==> src/rtl/dsd_ctrl_pkg.sv <==
// Shared definitions for the debounce/count controller: FSM encoding and counter width.
package dsd_ctrl_pkg;

    typedef enum logic [1:0] {
        S_LOW      = 2'd0,
        S_RISE_CHK = 2'd1,
        S_HIGH     = 2'd2,
        S_FALL_CHK = 2'd3
    } state_e;

    localparam int unsigned CNT_W = 8;

endpackage

==> src/rtl/tick_gen.sv <==
// Sample-tick prescaler: one-cycle tick every DIV cycles, restartable to phase zero.
module tick_gen #(
    parameter int unsigned DIV = 50000
) (
    input  logic clk,
    input  logic rst_n,
    input  logic restart,
    output logic tick
);

    localparam int unsigned W = (DIV > 1) ? $clog2(DIV) : 1;

    logic [W-1:0] r_cnt;

    assign tick = (r_cnt == W'(DIV - 1));

    // Holding restart keeps the prescaler parked at zero.
    always_ff @(posedge clk or negedge rst_n) begin
        if (!rst_n) begin
            r_cnt <= '0;
        end else if (restart || tick) begin
            r_cnt <= '0;
        end else begin
            r_cnt <= r_cnt + 1'b1;
        end
    end

endmodule

==> src/rtl/debounce_count_ctrl.sv <==
// Switch debouncer with a rise-check/fall-check FSM, debounced and raw rising-edge counters.
module debounce_count_ctrl
    import dsd_ctrl_pkg::*;
#(
    parameter int unsigned SAMPLE_DIV = 50000,
    parameter int unsigned STABLE_CNT = 20
) (
    input  logic             CLOCK_50,
    input  logic             rst_n,
    input  logic             sw_in,
    input  logic             clr,
    output logic             sw_db,
    output logic             cnt_en,
    output logic [CNT_W-1:0] cnt,
    output logic [CNT_W-1:0] cnt_raw,
    output logic [1:0]       state
);

    localparam int unsigned STB_W = (STABLE_CNT > 1) ? $clog2(STABLE_CNT) : 1;
    localparam logic [STB_W-1:0] STB_LAST = STB_W'(STABLE_CNT - 1);

    logic             r_sync1;
    logic             r_sw_s;
    logic             r_sw_s_d1;
    state_e           r_state;
    state_e           w_state_d;
    logic [STB_W-1:0] r_stable;
    logic [STB_W-1:0] w_stable_d;
    logic             r_sw_db;
    logic             w_sw_db_d;
    logic             r_cnt_en;
    logic             w_acc_rise;
    logic [CNT_W-1:0] r_cnt;
    logic [CNT_W-1:0] r_cnt_raw;
    logic             w_tick;
    logic             w_restart;
    logic             w_in_chk;
    logic             w_raw_rise;

    always_ff @(posedge CLOCK_50 or negedge rst_n) begin
        if (!rst_n) begin
            r_sync1   <= 1'b0;
            r_sw_s    <= 1'b0;
            r_sw_s_d1 <= 1'b0;
        end else begin
            r_sync1   <= sw_in;
            r_sw_s    <= r_sync1;
            r_sw_s_d1 <= r_sw_s;
        end
    end

    assign w_in_chk = (r_state == S_RISE_CHK) || (r_state == S_FALL_CHK);
    // Prescaler runs only while remaining in a CHK state; any entry re-phases it.
    assign w_restart = !(w_in_chk && (w_state_d == r_state));

    tick_gen #(
        .DIV (SAMPLE_DIV)
    ) u_tick_gen (
        .clk     (CLOCK_50),
        .rst_n   (rst_n),
        .restart (w_restart),
        .tick    (w_tick)
    );

    always_comb begin
        w_state_d  = r_state;
        w_stable_d = r_stable;
        w_sw_db_d  = r_sw_db;
        w_acc_rise = 1'b0;
        case (r_state)
            S_LOW: begin
                if (r_sw_s) w_state_d = S_RISE_CHK;
            end
            S_HIGH: begin
                if (!r_sw_s) w_state_d = S_FALL_CHK;
            end
            S_RISE_CHK: begin
                if (w_tick) begin
                    if (!r_sw_s) begin
                        w_state_d = S_LOW;
                    end else if (r_stable == STB_LAST) begin
                        w_state_d  = S_HIGH;
                        w_sw_db_d  = 1'b1;
                        w_acc_rise = 1'b1;
                    end else begin
                        w_stable_d = r_stable + 1'b1;
                    end
                end
            end
            S_FALL_CHK: begin
                if (w_tick) begin
                    if (r_sw_s) begin
                        w_state_d = S_HIGH;
                    end else if (r_stable == STB_LAST) begin
                        w_state_d = S_LOW;
                        w_sw_db_d = 1'b0;
                    end else begin
                        w_stable_d = r_stable + 1'b1;
                    end
                end
            end
            default: w_state_d = S_LOW;
        endcase
        if (w_state_d != r_state) w_stable_d = '0;
    end

    always_ff @(posedge CLOCK_50 or negedge rst_n) begin
        if (!rst_n) begin
            r_state  <= S_LOW;
            r_stable <= '0;
            r_sw_db  <= 1'b0;
            r_cnt_en <= 1'b0;
        end else begin
            r_state  <= w_state_d;
            r_stable <= w_stable_d;
            r_sw_db  <= w_sw_db_d;
            r_cnt_en <= w_acc_rise;
        end
    end

    assign w_raw_rise = r_sw_s && !r_sw_s_d1;

    // clr wins over a same-cycle increment.
    always_ff @(posedge CLOCK_50 or negedge rst_n) begin
        if (!rst_n) begin
            r_cnt     <= '0;
            r_cnt_raw <= '0;
        end else begin
            if (clr)             r_cnt <= '0;
            else if (w_acc_rise) r_cnt <= r_cnt + 1'b1;
            if (clr)             r_cnt_raw <= '0;
            else if (w_raw_rise) r_cnt_raw <= r_cnt_raw + 1'b1;
        end
    end

    assign sw_db   = r_sw_db;
    assign cnt_en  = r_cnt_en;
    assign cnt     = r_cnt;
    assign cnt_raw = r_cnt_raw;
    assign state   = r_state;

endmodule

==> config.mk <==
export PLATFORM = sky130hd
export DESIGN_NAME = debounce_count_ctrl
export DESIGN_NICKNAME = d
export VERILOG_FILES = /design/src/rtl/dsd_ctrl_pkg.sv /design/src/rtl/tick_gen.sv /design/src/rtl/debounce_count_ctrl.sv
export SDC_FILE = /design/constraint.sdc
export NUM_CORES = 1
export LEC_CHECK = 0
export CORE_ASPECT_RATIO = 0.75
export CORE_MARGIN = 2
export CORE_UTILIZATION = 40
export DETAILED_ROUTE_END_ITERATION = 6
export GPL_TIMING_DRIVEN = 0
export PLACE_DENSITY = 0.68
export SLEW_MARGIN = 10
export SYNTH_ARGS = -nofsm -noshare
export SYNTH_HDL_FRONTEND = slang
export SYNTH_SLANG_ARGS = --single-unit
==> constraint.sdc <==
create_clock -name CLOCK_50 -period 5.25 [get_ports CLOCK_50]
set_clock_uncertainty 0.2 [all_clocks]
set_input_delay 1.05 -clock CLOCK_50 [delete_from_list [all_inputs] [get_ports CLOCK_50]]
set_output_delay 1.05 -clock CLOCK_50 [all_outputs]
set_load 0.1 [all_outputs]
==> metrics <==
hold worst-path end r_sw_s; Worst R2R End cnt[4]; Worst Path Arrival 2000 ps; DR vias/cell 5.43; crit start category register; Syn-to-layout area delta 19.9%; Die Span Y 68.5 um; Core Util, Final 49.6%; CTS root buf clkbuf_8; largest net degree at the start of global routing 30; Num CTS Buffers 5; synth unique cells 43; Post-CTS Repair Setup Buffers 0; Sink Count 44; worst hold path depth 0; DRC viols 0; final wirelength 4380 um; critical path depth 1; ant diodes 0; Mapped Cells 218; max cap viols 0; final setup TNS 0 ps; Reg2Reg Depth 6; VDD IR max 133 uV; Worst Path Required 4000 ps; met3 GRT Util 3.52%; final worst path period need 3250 ps; IO Port Bufs 22; top_reg_cell synth dfrtp_1; Yosys top cell area share 49.7%; yosys warns 0; worst r2r src r_stable[0]; PostCTS Resize Cnt 0; Max FO, Critical Path 8; status finished, final reports clean; CP Class reg -> out; met2 Usage GRT 25.0%; Synth Area in Compound Gates 9.03%; top post-synthesis cells by count 44 x dfrtp_1, 24 x nor2_1, 13 x xnor2_1, 12 x nand2_1; Cell Pwr Density 284 nW/um^2; worst-skew pair later-pin latency 290 ps; Post-synth EDFFs 0; share of cells above drive strength 1 8.84%; overall power 0.753 mW; register area share after synthesis 49.7%; crit path cell chain clkdlybuf4s50_1; Worst Hold Class reg -> reg; simple-gate share of the synthesized area 26.9%; post-route ant nets 0; largest family of logic cells by synthesized area simple AND/OR/NAND/NOR gates; Most Crowded Layer GR met2; Slew @ Worst Pin 968 ps; vias in the first global route 1598; Die Wd 89.9 um; Core Area 5350 um^2; initial antenna violation count 0; Placer Congestion 0.741; via count 1759; Detail Placement HPWL 3100 um; synthesis-stage register bit count 44; cts hold-fix bufs 0; first-pass GRT wire length 7440 um; final worst-path cycle share 61.9%; Max clock buf depth 2; Die ar. 6160 um^2; adder-cell share of the synthesized area 2.26%; met1 Use GR 20.0%; CP peak stage delay 1190 ps; RSZ-0062 raised after global routing no; cell at the slowest stage of the critical path clkdlybuf4s50_1; crit-path leading delay family buffers and inverters; critical path capture point type output pin; area leader, netlist dfrtp_1; min-delay src r_sync1; Reg clk slew, reported paths 80 ps; Final nets 256; Rows 23; DRT iter0 DRCs 89; XOR/XNOR share of the synthesized area 7.51%; Overflow after GRT 0; most frequent cell after synthesis dfrtp_1; Final Setup Violations 0; Final Hold Viols 0; initial core utilization 41.4%; Worst slew margin 35.3%; synthesized area per cell 10.2 um^2; mux cell area share after synthesis 1.41%; Leak 1.06 nW; H-tree Lvls 2; CTS tree built; crit path buf inv count 1; Routed wire per std cell 13.5 um; flop2flop setup slack 2930 ps; Synth async-reset ratio 100%; mapped cell area 2220 um^2; I/O pins 24; Post-Syn Nets 226; Peak Freq 308 MHz; max-slew violation count 0; ranking of synthesized cells by area dfrtp_1 50%, xnor2_1 5.1%, nor2_1 4.1%; Initial DRT Pass Iterations 4; Total GRT Usage 15.1%
## area by class of cell
type,count,area [um^2]
Multi-Input combinational cell,157,1040
Timing Repair Buffer,23,235
Fill cell,499,2700
Inverter,10,37.5
Tap cell,75,93.8
Buffer,7,33.8
Clock inverter,3,42.5
Sequential cell,44,1100
Clock buffer,5,68.8
## placed cells by master, fill, tap and decap left out, types with 2 or more instances in the layout
cell type | synthesis | routed
inv_1 | 10 | 10
clkbuf_8 | 0 | 5
nor4b_4 | 2 | 2
nand2_1 | 12 | 12
nor4_1 | 7 | 7
nand3b_1 | 3 | 3
nor2b_1 | 2 | 2
xor2_1 | 6 | 6
o31ai_1 | 5 | 5
and2_1 | 4 | 4
o211ai_1 | 3 | 3
xnor2_1 | 13 | 13
nor3_1 | 3 | 3
dfrtp_1 | 44 | 44
clkdlybuf4s50_1 | 0 | 21
ha_1 | 4 | 4
and4b_1 | 2 | 2
mux2i_1 | 2 | 2
o22ai_1 | 2 | 2
or3_1 | 2 | 2
nor3b_1 | 3 | 3
nand4_1 | 8 | 8
and3_1 | 3 | 3
clkbuf_1 | 6 | 6
or4_1 | 5 | 5
nor2_1 | 24 | 24
a21oi_1 | 10 | 10
o21ai_0 | 7 | 7
nand3_1 | 10 | 10
## report_power, final
group	total [mW]	internal (mW)	switching [mW]
combinational	0.0947	0.0392	0.0554
sequential	0.403	0.367	0.0363
clock	0.256	0.141	0.115
## per-stage QoR
step | cell area [um^2] | std cells | hold slack (ps) | worst slack (ps)
after CTS | 2660 | 324 | 160 | 2000
after floorplan | 2220 | 218 | 131 | 2830
final | 2660 | 324 | 156 | 2000
after detailed placement | 2540 | 316 | 139 | 2360
after global placement | 2530 | 315 | 138 | 1710
after global routing | 2660 | 324 | 162 | 1940
## how the worst max path moves through the flow
stage,slack (ps),start,endpoint
after floorplan,2830,state[1],r_stable[4]
after global placement,1710,rst_n,cnt_en
after detailed placement,2360,state[0],state[0]
after CTS,2000,state[0],state[0]
after global routing,1940,state[0],state[0]
final,2000,state[0],state[0]
## registers in the layout (all words and copies together), names as in the netlist, 2 cells and up
name / cells
state: 2
u_tick_gen.r_cnt: 16
r_stable: 5
cnt: 8
cnt_raw: 8
## cells by family after synthesis
kind of cell / Yosys count
xor+xnor: 19
simple gates: 99
fa+ha+maj: 4
mux: 3
buf+inv: 17
compound gates: 32
flops: 44
## per-layer routing
metal,wire [um],vias up
li1,-,853
met1,2240,869
met2,1950,33
met3,157,4
met4,42,0
met5,0,-
(Power assumes the default switching activity.)
